File: src/rtl/shift_register_n_if.sv
// Bus bundle for shift_register_n: load/shift requests toward the register,
// contents and status back from it.
//
// Handshake: ld and start are level requests sampled on a rising clk edge
// while the block is idle (ld wins over start). After start, busy is high
// for one cycle per step; done pulses for exactly one cycle at completion.
// No backpressure exists; requests seen while busy or done are ignored.
interface shift_register_n_if #(
  parameter int WIDTH   = 8,
  parameter int SHAMT_W = 3
);
  logic [WIDTH-1:0]   D;
  logic               ld;
  logic               start;
  logic [2:0]         mode;
  logic [SHAMT_W-1:0] amt;
  logic               sin;
  logic [WIDTH-1:0]   Q;
  logic               busy;
  logic               done;
  logic               sout;

  modport master (
    output D, ld, start, mode, amt, sin,
    input  Q, busy, done, sout
  );

  modport slave (
    input  D, ld, start, mode, amt, sin,
    output Q, busy, done, sout
  );
endinterface

File: src/rtl/shift_register_n.sv
// Multi-cycle shift/rotate register. A start request runs amt single-bit
// steps of the latched mode, one per clock, then a one-cycle done pulse.
module shift_register_n #(
  parameter int WIDTH   = 8,
  parameter int SHAMT_W = 3
) (
  input  logic                clk,
  input  logic                rst,
  shift_register_n_if.slave   bus,
  output logic [1:0]          state_o
);

  typedef enum logic [1:0] {
    IDLE  = 2'd0,
    SHIFT = 2'd1,
    DONE  = 2'd2
  } state_t;

  localparam logic [SHAMT_W-1:0] CNT_ONE = SHAMT_W'(1);

  state_t             state_q;
  logic [WIDTH-1:0]   q_q;
  logic               sout_q;
  logic [SHAMT_W-1:0] cnt_q;
  logic [2:0]         mode_q;

  logic [WIDTH-1:0]   q_d;
  logic               sout_d;

  // One single-bit step of the latched mode; undefined modes hold Q and sout.
  always_comb begin
    q_d    = q_q;
    sout_d = sout_q;
    case (mode_q)
      3'b000: begin
        q_d    = {q_q[WIDTH-2:0], bus.sin};
        sout_d = q_q[WIDTH-1];
      end
      3'b001: begin
        q_d    = {bus.sin, q_q[WIDTH-1:1]};
        sout_d = q_q[0];
      end
      3'b010: begin
        q_d    = {q_q[WIDTH-1], q_q[WIDTH-1:1]};
        sout_d = q_q[0];
      end
      3'b011: begin
        q_d    = {q_q[WIDTH-2:0], q_q[WIDTH-1]};
        sout_d = q_q[WIDTH-1];
      end
      3'b100: begin
        q_d    = {q_q[0], q_q[WIDTH-1:1]};
        sout_d = q_q[0];
      end
      default: begin
        q_d    = q_q;
        sout_d = sout_q;
      end
    endcase
  end

  // Control FSM with data path; reset overrides any request in any state.
  always_ff @(posedge clk) begin
    if (rst) begin
      state_q <= IDLE;
      q_q     <= '0;
      sout_q  <= 1'b0;
      cnt_q   <= '0;
      mode_q  <= 3'b000;
    end else begin
      case (state_q)
        IDLE: begin
          if (bus.ld) begin
            q_q <= bus.D;
          end else if (bus.start) begin
            mode_q  <= bus.mode;
            cnt_q   <= bus.amt;
            state_q <= (bus.amt != '0) ? SHIFT : DONE;
          end
        end
        SHIFT: begin
          q_q    <= q_d;
          sout_q <= sout_d;
          cnt_q  <= cnt_q - CNT_ONE;
          if (cnt_q == CNT_ONE) begin
            state_q <= DONE;
          end
        end
        DONE: begin
          state_q <= IDLE;
        end
        default: begin
          state_q <= IDLE;
        end
      endcase
    end
  end

  assign bus.Q    = q_q;
  assign bus.sout = sout_q;
  assign bus.busy = (state_q == SHIFT);
  assign bus.done = (state_q == DONE);
  assign state_o  = state_q;

endmodule

File: src/flat_wrapper.sv
// flat-port wrapper written by rule: the top's interface ports become plain ports
module shift_register_n_flat 
#(
  parameter int WIDTH   = 8,
  parameter int SHAMT_W = 3
)
  (clk, rst, state_o, bus_D, bus_ld, bus_start, bus_mode, bus_amt, bus_sin, bus_Q, bus_busy, bus_done, bus_sout);
  shift_register_n_if #(.WIDTH(WIDTH), .SHAMT_W(SHAMT_W)) bus_i ();
  input  logic clk;
  input  logic rst;
  output logic [1:0] state_o;
  input wire logic [$bits(bus_i.D)-1:0] bus_D;
  input wire logic [$bits(bus_i.ld)-1:0] bus_ld;
  input wire logic [$bits(bus_i.start)-1:0] bus_start;
  input wire logic [$bits(bus_i.mode)-1:0] bus_mode;
  input wire logic [$bits(bus_i.amt)-1:0] bus_amt;
  input wire logic [$bits(bus_i.sin)-1:0] bus_sin;
  output wire logic [$bits(bus_i.Q)-1:0] bus_Q;
  output wire logic [$bits(bus_i.busy)-1:0] bus_busy;
  output wire logic [$bits(bus_i.done)-1:0] bus_done;
  output wire logic [$bits(bus_i.sout)-1:0] bus_sout;
  assign bus_i.D = bus_D;
  assign bus_i.ld = bus_ld;
  assign bus_i.start = bus_start;
  assign bus_i.mode = bus_mode;
  assign bus_i.amt = bus_amt;
  assign bus_i.sin = bus_sin;
  assign bus_Q = bus_i.Q;
  assign bus_busy = bus_i.busy;
  assign bus_done = bus_i.done;
  assign bus_sout = bus_i.sout;
  shift_register_n #(.WIDTH(WIDTH), .SHAMT_W(SHAMT_W)) u_core (.clk(clk), .rst(rst), .bus(bus_i), .state_o(state_o));
endmodule
File: config.mk
export PLATFORM = sky130hd
export DESIGN_NAME = shift_register_n_flat
export DESIGN_NICKNAME = d
export VERILOG_FILES = /design/src/rtl/shift_register_n_if.sv /design/src/rtl/shift_register_n.sv /design/src/flat_wrapper.sv
export SDC_FILE = /design/constraint.sdc
export NUM_CORES = 1
export LEC_CHECK = 0
export CAP_MARGIN = 25
export CORE_MARGIN = 2
export CORE_UTILIZATION = 25
export DETAILED_ROUTE_END_ITERATION = 12
export GPL_ROUTABILITY_DRIVEN = 0
export HOLD_SLACK_MARGIN = 0.08
export PLACE_DENSITY = 0.54
export SYNTH_ARGS = -nofsm -noshare
export SYNTH_HDL_FRONTEND = slang
export SYNTH_SLANG_ARGS = --single-unit
File: constraint.sdc
create_clock -name clk -period 1.72 [get_ports clk]
set_clock_uncertainty 0.2 [all_clocks]
set_input_delay 0.344 -clock clk [delete_from_list [all_inputs] [get_ports clk]]
set_output_delay 0.344 -clock clk [all_outputs]
set_load 0.01 [all_outputs]
### Word level (Yosys, flattened, before mapping)

Index checks and enable logic that the tools add are counted.

* $add $sub $neg: 1
* equality and inequality tests: 14
* mux-type cells: 12
* bitwise operators: 1
* reduce and logical (&&, ||, !) cells: 13

Operator list (count)
* one-hot mux 8 bit (5 select lines): 1
* one-hot mux 8 bit (2 select lines): 1
* AND reduction 3 bit: 4
* two-way mux 2 bit: 4
* two-way mux 8 bit: 1
* inequality test 2 bit (second input constant): 4
* == test 3 x 1 -> 1 bit (second input constant): 2
* == test 3 x 2 -> 1 bit (second input constant): 2
* two-way mux 3 bit: 2
* inequality test 6 x 1 -> 1 bit (second input constant): 1
* one-hot mux 3 bit (2 select lines): 1
* inequality test 5 x 1 -> 1 bit (second input constant): 1
* one-hot mux 2 bit (2 select lines): 1
* AND reduction 4 bit: 1
* nonzero test 2 bit: 2
* == test 3 bit (second input constant): 1
* logical NOT 3 bit: 1
* nonzero test 3 bit: 1
* OR reduction 3 bit: 1
* subtractor 3 x 1 -> 3 bit (second input constant): 1
* == test 2 x 1 -> 1 bit (second input constant): 1
* == test 2 bit (second input constant): 1
* logical NOT 2 bit: 1
* inequality test 2 x 1 -> 1 bit (second input constant): 1
* other kinds (4): 4

* bits in registers: 17
* logic and storage cells: 47

### Depth between registers and ports, before layout

Gate-level depths: netlist (run 1).

* depth in word-level cells: 5
* gate-level depth with buffers: 7
* depth with buffers taken out: 6

### Least setup slack after synthesis (run 1)

No wires, ideal clock.

* path type: reg2reg
* start point: reg u_core.mode_q[0]
* end point: reg u_core.q_q[1] (netlist: u_core.bus.Q[1])
* library setup time: 0.073 ns
* data arrival time: 1.579 ns
* setup slack: -0.132 ns
* cell stages (with the launch flop): 7
* path buffers: 2
* period minus slack after synthesis: 1.852 ns
* cell sequence: dfxtp_1 -> buf_6 -> o21a_4 -> a211o_4 -> or3_1 -> buf_6 -> o211ai_2

* longest elaborated chain between the ends: 3
* elaborated cells on any way between the ends: 9

Ends and longest elaborated chain
* start: declaration: line shift_register_n.sv:25 `logic [2:0] mode_q;`
* start signal: assignment: line shift_register_n.sv:76 `mode_q <= bus.mode;`
* == test 3 bit (tied with other cells): line shift_register_n.sv:34 `case (mode_q)`
* one-hot mux 8 bit (5 select lines) / inequality test 6 x 1 -> 1 bit (equally long branches)
* one-hot mux 8 bit (2 select lines) / AND reduction 3 bit (equally long branches)
* end signal: assignment: line shift_register_n.sv:74 `q_q <= bus.D;`
* end signal: assignment: line shift_register_n.sv:82 `q_q <= q_d;`
* end: declaration: line shift_register_n.sv:22 `logic [WIDTH-1:0] q_q;`

Several ways; a longest one is shown, not always the timed one.
A chain may end at the register's enable or synchronous reset.

### Worst setup path after layout (run 1)

Same ends and word-level chain as after synthesis.

==> results of run 1 <==
[per-stage QoR]
stage / util, % / cell area (um^2) / setup WS, ns / power, W / TNS, ns
detailed placement: 36.5 / 1580 / -0.458 / 0.000838 / -4.74
CTS: 37.8 / 1630 / -0.0163 / 0.00113 / -0.0537
floorplan: - / 1110 / -0.120 / 0.000657 / -0.701
finish: 39.6 / 1710 / 0.0141 / 0.00117 / 0
global route: 39.6 / 1710 / -0.0249 / 0.00124 / -0.0539
global placement: 36.5 / 1580 / -0.438 / 0.000833 / -4.57
[area by class of cell]
| type | instances | area share (%) |
|---|---|---|
| multi-input combinational | 89 | 45.2 |
| timing repair buffer | 50 | 26.7 |
| sequential | 17 | 20.1 |
| tap | 52 | 3.80 |
| clock buffer | 4 | 2.63 |
| inverter | 7 | 1.54 |
[power groups by stage]
stage	combinational [W]	clock (W)	sequential, W
floorplan	0.000186	0	0.000471
global placement	0.000369	0	0.000464
detailed placement	0.000373	0	0.000465
CTS	0.000365	0.000314	0.000456
global route	0.000431	0.000338	0.000467
finish	0.000396	0.000309	0.000462
[registers in the layout (all words and copies together) (netlist names)]
| register | count |
|---|---|
| u_core.bus.Q | 8 |
| u_core.cnt_q | 3 |
| u_core.mode_q | 3 |
| u_core.state_o | 2 |
| u_core.bus.sout | 1 |
[worst max-delay path: stages, from the launching register on]
cell      delay (ns)
dfxtp_2         0.32
o21a_4          0.21
a211o_4         0.32
or3_4           0.40
o211ai_2        0.18
[layout by cell type, fill, tap and decap left out, types with 5 or more instances in the layout]
cell type	synthesis	final
clkdlybuf4s50_1	0	18
buf_4	1	17
dfxtp_1	17	14
nor2_1	14	13
dlygate4sd2_1	0	10
inv_1	7	7
nand3b_1	7	7
mux2i_1	10	7
nand4b_1	6	6
o211ai_2	6	6
a21oi_1	5	5
[cell families after synthesis]
kind of cell / count (synthesis) / synth area share, %
AO/OA/AOI/OAI: 30 / 23.6
XOR/XNOR: 1 / 0.789
adder cells (fa/ha/maj): 2 / 2.25
buffers and inverters: 18 / 8.00
flip-flops: 17 / 30.7
multiplexers: 11 / 10.0
AND/OR/NAND/NOR: 45 / 24.7
[metal layers]
layer / vias up / global-route usage (%) / wire, um
met4: 0 / 3.14 / 31
met3: 5 / 3.13 / 107
met5: - / 0 / 0
li1: 546 / - / -
met1: 523 / 15.7 / 1330
met2: 21 / 22.0 / 1500
[final timing paths]
path	to	slack (ns)	depth (start not counted)
worst max-delay path	u_core.bus.Q[1]	0.01	4
worst min-delay path	u_core.cnt_q[1]	0.26	2
worst max register to register	u_core.bus.Q[1]	0.01	4
worst min register to register	u_core.cnt_q[1]	0.26	2
[repair_timing]
item / in CTS / in global routing
hold endpoints to repair: 0 / 0
setup buffers: 1 / 0
pin swaps: 7 / 5
setup endpoints to repair: 17 / 12
gates resized for setup: 17 / 17
==> flow_summary.json, run 1 <==
{
  "status": "finished, final reports clean",
  "finalHoldViolations": 0,
  "cp.required_ns": 1.70,
  "track_usage_pct": 12.6,
  "rsz0062_at_grt": "yes",
  "num-fill-cells": 448,
  "swShare_pct": 30.3,
  "die_w_um": 70.6,
  "die_area_mm2": 0.00499,
  "antenna_found_initial": 0,
  "syn2layout_area_growth_pct": 54.2,
  "powerDensity_mw_per_mm2": 681,
  "syn_avg_cell_area_um2": 8.95,
  "grt_pass1_vias": 1119,
  "critical_path_class": "register to register",
  "drive_gt1_share_pct": 27.5,
  "hold_class": "register to register",
  "cts_tree": "built",
  "slew_viol_final": 0,
  "rows": 24,
  "clock-sinks": 17,
  "via_per_inst": 5.00,
  "cts.clk_slew.worst_paths_ns": 0.07,
  "period_share_pct": 99.2,
  "io_pins": 32,
  "wl_per_cell_um": 13.6,
  "initial_core_util_pct": 25.7,
  "nNetsFinal": 189,
  "tightestPinTransition_ns": 0.270,
  "diodes": 0,
  "overflow": 0,
  "synth_common_cells": "dfxtp_1 (17), nor2_1 (14), mux2i_1 (10), inv_1 (7), nand3b_1 (7)",
  "hold_slack_ns": 0.262,
  "critPathLaunchType": "register",
  "yosys-top-cells-area": "dfxtp_1 (31%), mux2i_1 (9.0%), o211ai_2 (6.8%)",
  "syn_area_mm2": 0.00111,
  "io_buffers": 31,
  "fmax_ghz": 0.586,
  "internal_power_w": 0.000813,
  "core_mm2": 0.00432,
  "leakage_nw": 0.711,
  "drv_cap": 0,
  "timing.rr.start": "u_core.mode_q[0]",
  "cts_root_buf": "clkbuf_8",
  "clkLatencyLatePin_ns": 0.25,
  "drt_iter0_markers": 38,
  "synthFlopType": "dfxtp_1",
  "synth_edf_count": 0,
  "path_max_fanout": 6,
  "peakVddDrop_v": 0.000424,
  "vias": 1095,
  "arrival_ns": 1.69,
  "synth.yosys.seq_area_share_pct": 30.7,
  "yosysUniqueCellTypes": 39,
  "cts_max_level": 1,
  "sequentialPowerShare_pct": 39.6,
  "ys_warn_count": 0,
  "ant_nets": 0,
  "cts_buffers": 3,
  "power_frac_clock_pct": 26.5,
  "synth_area_leader_cell": "dfxtp_1",
  "cts_hold_buf": 0,
  "async_flop_share_pct": 0,
  "hp-start": "u_core.cnt_q[1]",
  "cts.path.max_buffers": 2,
  "netSwitchingPower_w": 0.000353,
  "period_needed_ns": 1.71,
  "finalSetupViolations": 0,
  "postSynthCellCount": 124,
  "grt_first_pass_wirelength_um": 5180,
  "synth_top_area_share_pct": 30.7,
  "seqCellArea_um2": 344,
  "dp_hpwl_um": 2240,
  "grt_max_degree": 25,
  "startpoint": "u_core.mode_q[0]",
  "slew_headroom_pct": 81.8,
  "synth_fp_nets": 145,
  "yosysMostFrequentCell": "dfxtp_1",
  "crit_path_end_kind": "register",
  "fp.dieH_um": 70.6,
  "route.detailed.drc": 0,
  "power_frac_comb_pct": 33.9,
  "multi_input_area_um2": 774,
  "wl_um": 2970,
  "stdcell_count": 219,
  "dp.cells": 215,
  "first_pass_iters": 4,
  "ys_seq_elements": 17
}
No activity file was read; power rests on OpenSTA's default activity.
==> inputs of run 2 (changes only) <==
--- a/config.mk
+++ b/config.mk
@@ -5,13 +5,14 @@
 export SDC_FILE = /design/constraint.sdc
 export NUM_CORES = 1
 export LEC_CHECK = 0
+export ABC_AREA = 1
 export CAP_MARGIN = 25
 export CORE_MARGIN = 2
 export CORE_UTILIZATION = 25
 export DETAILED_ROUTE_END_ITERATION = 12
 export GPL_ROUTABILITY_DRIVEN = 0
 export HOLD_SLACK_MARGIN = 0.08
-export PLACE_DENSITY = 0.54
+export PLACE_DENSITY = 0.55
 export SYNTH_ARGS = -nofsm -noshare
 export SYNTH_HDL_FRONTEND = slang
 export SYNTH_SLANG_ARGS = --single-unit
==> run 2 against run 1 <==
- combinational power rose to 3.2 times the previous value
- setup slack improved by 0.034 ns
- critical path depth fell by 3
- die area fell by 3.3%
- register-to-register slack improved by 0.18 ns
- global-route usage fell by 0.67 points
- first-iteration DRC count fell by 5.3%
- sequential power rose by 45%
- count of clock-buffer cells in the layout fell by 1
- clock power barely moved
- cell count rose by 13%
- critical endpoint is now bus_sout
- highest routed layer unchanged
==> flow_summary.json, run 2 <==
{
  "worstPathCellList": "clkdlybuf4s50_1",
  "critical_path_class": "register to output port",
  "cts_root_buf": "clkbuf_8",
  "slew_headroom_pct": 82.3,
  "cts.path.max_buffers": 2,
  "postSynthCellCount": 157,
  "finalSetupViolations": 0,
  "first_pass_iters": 4,
  "cp_slowest_stage_delay_ns": 0.54,
  "period_needed_ns": 1.67,
  "final_common_cell": "nand2_1",
  "wl_um": 2860,
  "crit_path_end_kind": "output port",
  "synth_area_leader_cell": "dfxtp_1",
  "crit_family": "buffers and inverters",
  "core_mm2": 0.00406,
  "hold_class": "register to register",
  "io_pins": 32,
  "cts_buffers": 3,
  "hold_slack_ns": 0.300,
  "yosys-top-cells-area": "dfxtp_1 (32%), nand2_1 (9.5%), a21oi_1 (9.3%)",
  "nNetsFinal": 219,
  "fp.dieH_um": 69.5,
  "yosysMostFrequentCell": "nand2_1",
  "status": "finished, final reports clean",
  "rows": 23,
  "grt_first_pass_wirelength_um": 4820,
  "critPathLaunchType": "register",
  "synth_edf_count": 0,
  "track_usage_pct": 12.0,
  "grt_pass1_vias": 1088,
  "period_share_pct": 97.2,
  "leakage_nw": 0.699,
  "ys_warn_count": 0,
  "cts_hold_buf": 0,
  "synth_common_cells": "nand2_1 (27), a21oi_1 (20), dfxtp_1 (17), nand3_1 (14), nor2_1 (12)",
  "diodes": 0,
  "synth_fp_nets": 178,
  "dp_slack_ns": -0.0350,
  "drv_cap": 0,
  "arrival_ns": 1.13,
  "overflow": 0,
  "place_area_mm2": 0.00149,
  "syn_area_mm2": 0.00107,
  "die_area_mm2": 0.00482,
  "yosysUniqueCellTypes": 28,
  "path_depth": 1,
  "synth.yosys.seq_area_share_pct": 31.8,
  "io_buffers": 31,
  "drt_iter0_markers": 36,
  "synth_top_area_share_pct": 31.8,
  "route.detailed.drc": 0,
  "synthFlopType": "dfxtp_1",
  "initial_core_util_pct": 26.4,
  "dp_hpwl_um": 2250,
  "worst-path-buf-inv": 1,
  "final_cell_mix": "nand2_1 (27), a21oi_1 (20), clkdlybuf4s50_1 (20)",
  "die_w_um": 69.5,
  "powerDensity_mw_per_mm2": 1450,
  "ys_seq_elements": 17,
  "seqCellArea_um2": 342,
  "antenna_found_initial": 0,
  "cp.required_ns": 1.18,
  "post_cts_buffers": 0,
  "async_flop_share_pct": 0,
  "whs_path_depth": 2,
  "via_per_inst": 4.57,
  "wl_per_cell_um": 11.6,
  "multi_input_area_um2": 641,
  "clock-sinks": 17,
  "path_max_fanout": 2,
  "cts_max_level": 1,
  "vias": 1128,
  "finalHoldViolations": 0,
  "grt_max_degree": 19,
  "ant_nets": 0,
  "cts_tree": "built",
  "worstRegToRegCells": 9,
  "slew_viol_final": 0,
  "peakVddDrop_v": 0.000546,
  "clkLatencyLatePin_ns": 0.25,
  "layout_setup_ws_ns": 0.0481,
  "fin_tns_setup_ns": 0,
  "syn_avg_cell_area_um2": 6.82,
  "largest_reg_flops": 8,
  "tightestPinTransition_ns": 0.265,
  "drive_gt1_share_pct": 17.8,
  "slowest_stage": "clkdlybuf4s50_1",
  "rsz0062_at_grt": "no",
  "cts.clk_slew.worst_paths_ns": 0.07,
  "num-fill-cells": 467,
  "final_area_mm2": 0.00154,
  "fin_util_pct": 37.8,
  "syn2layout_area_growth_pct": 43.3,
  "fmax_ghz": 0.598
}
run 2: worst min-delay path: stages, from the launching register on:
cell     delay, ns
dfxtp_1       0.30
inv_1         0.09
a21oi_1       0.07
run 2: metrics by stage:
| stage | instances | power [W] |
|---|---|---|
| 5_1_grt | 247 | 0.00244 |
| 2_1_floorplan | 157 | 0.00148 |
| 6_report | 247 | 0.00223 |
| 3_5_place_dp | 243 | 0.00200 |
| 4_1_cts | 247 | 0.00226 |
| 3_3_place_gp | 243 | 0.00201 |
run 2: final cells by class:
| cell class | count | share of cell area, % |
|---|---|---|
| clock buffers | 3 | 2.69 |
| clock inverters | 1 | 0.326 |
| inverters | 18 | 4.40 |
| multi-input cells | 119 | 41.7 |
| flip-flops and latches | 17 | 22.2 |
| well taps | 50 | 4.07 |
| repair buffers | 39 | 24.5 |
run 2: power breakdown:
| part | switching, W | internal, W | total, W |
|---|---|---|---|
| logic | 0.000699 | 0.000559 | 0.00126 |
| registers | 0.000129 | 0.000539 | 0.000668 |
| clock network | 0.000146 | 0.000161 | 0.000306 |
run 2: cells by family (layout without fill, tap and decap cells):
logic type	after synthesis	in the layout	synth area share, %
DFF	17	17	31.8
adders and majority gates	2	2	2.34
and+or+nand+nor	69	69	32.2
AOI/OAI and AO/OA	48	48	25.2
buffers and inverters	21	61	8.41
run 2: final timing paths:
| check | start | endpoint | slack [ns] |
|---|---|---|---|
| hold reg to reg | u_core.cnt_q[1] | u_core.cnt_q[1] | 0.30 |
| setup reg to reg | u_core.state_o[1] | u_core.bus.Q[5] | 0.19 |
| hold / removal | u_core.cnt_q[1] | u_core.cnt_q[1] | 0.30 |
| setup / recovery | u_core.bus.sout | bus_sout | 0.05 |
run 2: repair_timing:
item	CTS	global route
endpoints found under the hold margin	0	0
gates resized for setup	10	2
setup endpoints to repair	9	2
run 2: routing by layer:
metal / part of all wire, % / track usage [%] / vias up
met5: 0 / 0 / -
met4: 0.24 / 1.96 / 0
met3: 6.5 / 2.33 / 2
met2: 44 / 18.7 / 34
met1: 49 / 17.2 / 478
li1: - / - / 614
==> inputs of run 3 (changes only) <==
--- a/config.mk
+++ b/config.mk
@@ -8,11 +8,12 @@
 export ABC_AREA = 1
 export CAP_MARGIN = 25
 export CORE_MARGIN = 2
-export CORE_UTILIZATION = 25
+export CORE_UTILIZATION = 55
 export DETAILED_ROUTE_END_ITERATION = 12
+export DONT_BUFFER_PORTS = 1
 export GPL_ROUTABILITY_DRIVEN = 0
 export HOLD_SLACK_MARGIN = 0.08
-export PLACE_DENSITY = 0.55
+export PLACE_DENSITY = 0.78
 export SYNTH_ARGS = -nofsm -noshare
 export SYNTH_HDL_FRONTEND = slang
 export SYNTH_SLANG_ARGS = --single-unit
==> run 3 against run 2 <==
- power decreased by 14%
- die area decreased by 52%
- wire length decreased by 14%
- first-iteration DRC count fell by 44%
- worst hold slack worse by 0.21 ns
- maximum frequency rose by 2.1%
- highest routed layer unchanged
- largest cell class unchanged
- critical path depth grew 2
- flip-flop and latch count unchanged
==> flow_summary.json, run 3 (synthesis gave the netlist of run 2 again) <==
{
  "largest_reg_flops": 8,
  "critPathLaunchType": "register",
  "path_max_fanout": 6,
  "cp.required_ns": 1.18,
  "clock-sinks": 17,
  "rsz0062_at_grt": "no",
  "timing.rr.start": "u_core.cnt_q[0]",
  "cts_tree": "built",
  "slew_viol_final": 0,
  "critical_path_class": "register to output port",
  "crit_path_end_kind": "output port",
  "period_needed_ns": 1.64,
  "via_per_inst": 5.63,
  "nNetsFinal": 191,
  "grt_first_pass_wirelength_um": 3800,
  "finalSetupViolations": 0,
  "cts_max_level": 1,
  "final_common_cell": "nand2_1",
  "fp.dieH_um": 48.1,
  "fin_tns_setup_ns": 0,
  "powerDensity_mw_per_mm2": 1580,
  "antenna_found_initial": 0,
  "io_buffers": 0,
  "cts.clk_slew.worst_paths_ns": 0.09,
  "fmax_ghz": 0.611,
  "cts_buffers": 3,
  "route.detailed.drc": 0,
  "fin_total_pwr_w": 0.00191,
  "status": "finished, final reports clean",
  "core_mm2": 0.00178,
  "wl_um": 2470,
  "cts.path.max_buffers": 2,
  "overflow": 0,
  "dp_hpwl_um": 1890,
  "slew_headroom_pct": 74.8,
  "diodes": 0,
  "post_cts_buffers": 0,
  "peakVddDrop_v": 0.000964,
  "multi_input_area_um2": 641,
  "vias": 1092,
  "hold_slack_ns": 0.0858,
  "clkLatencyLatePin_ns": 0.30,
  "final_cell_mix": "nand2_1 (27), a21oi_1 (20), dfxtp_1 (15)",
  "die_w_um": 48.1,
  "syn2layout_area_growth_pct": 13.2,
  "io_pins": 32,
  "seqCellArea_um2": 343,
  "rows": 15,
  "leakage_nw": 0.518,
  "cts_root_buf": "clkbuf_4",
  "hp-start": "bus_ld",
  "first_pass_iters": 4,
  "drv_cap": 0,
  "tightestPinTransition_ns": 0.377,
  "ant_nets": 0,
  "grt_pass1_vias": 909,
  "track_usage_pct": 23.5,
  "wl_per_cell_um": 12.7,
  "period_share_pct": 95.2,
  "initial_core_util_pct": 60.1,
  "drive_gt1_share_pct": 18.3,
  "num-fill-cells": 150,
  "startpoint": "u_core.state_o[0]",
  "hold_class": "primary input to register",
  "die_area_mm2": 0.00232,
  "grt_max_degree": 14,
  "drt_iter0_markers": 20,
  "arrival_ns": 1.09,
  "finalHoldViolations": 0
}
## run 3: cell count changes in the layout (fill, tap and decap cells not counted), moves of 3 or more
cell,before,now
buf_4,7,3
clkbuf_8,3,0
dlygate4sd2_1,9,0
dlygate4sd3_1,0,8
clkdlybuf4s50_1,20,0
clkbuf_4,0,3
## run 3: stage by stage
stage	instance area, um^2	cells	worst slack, ns	utilization [%]
2_1_floorplan	1070	157	0.300	-
3_3_place_gp	1100	182	0.216	61.8
3_5_place_dp	1100	182	0.185	61.8
4_1_cts	1210	194	0.0194	67.9
5_1_grt	1210	194	0.00838	68.0
6_report	1210	194	0.0826	68.0
## run 3: path summary, 6_finish.rpt
check	endpoint	slack, ns	cells past startpoint
worst max-delay path	bus_busy	0.08	3
worst min-delay path	u_core.state_o[1]	0.09	3
worst max register to register	u_core.cnt_q[2]	0.18	6
worst min register to register	u_core.cnt_q[0]	0.30	2
## run 3: final cells by class
type | count | area share, %
multi-input combinational | 119 | 52.8
clock buffer | 3 | 1.86
tap | 25 | 2.58
clock inverter | 1 | 0.413
timing repair buffer | 11 | 8.46
sequential | 17 | 28.3
inverter | 18 | 5.57
## run 3: report_power, final
| part | internal [W] | total [W] | switching [W] |
|---|---|---|---|
| registers | 0.000541 | 0.000755 | 0.000214 |
| clock network | 0.0000868 | 0.000218 | 0.000131 |
| logic | 0.000364 | 0.000938 | 0.000574 |
## run 3: repair_timing
action	in CTS	in global routing
hold buffers	8	0
endpoints found under the setup margin	0	2
hold endpoints to repair	11	0
resized for setup	0	2
## run 3: critical path, cell delays in order, from the launching register on
cell and delay [ns]:
dfxtp_2 0.39, inv_2 0.07, nor2_4 0.16, buf_4 0.18
## run 3: metal layers
metal  vias up  wire, um  global-route usage [%]
li1        556         -                       -
met1       496      1080                    28.4
met2        35      1180                    40.0
met3         5       163                    5.19
met4         0        45                    10.3
met5         -         0                       0
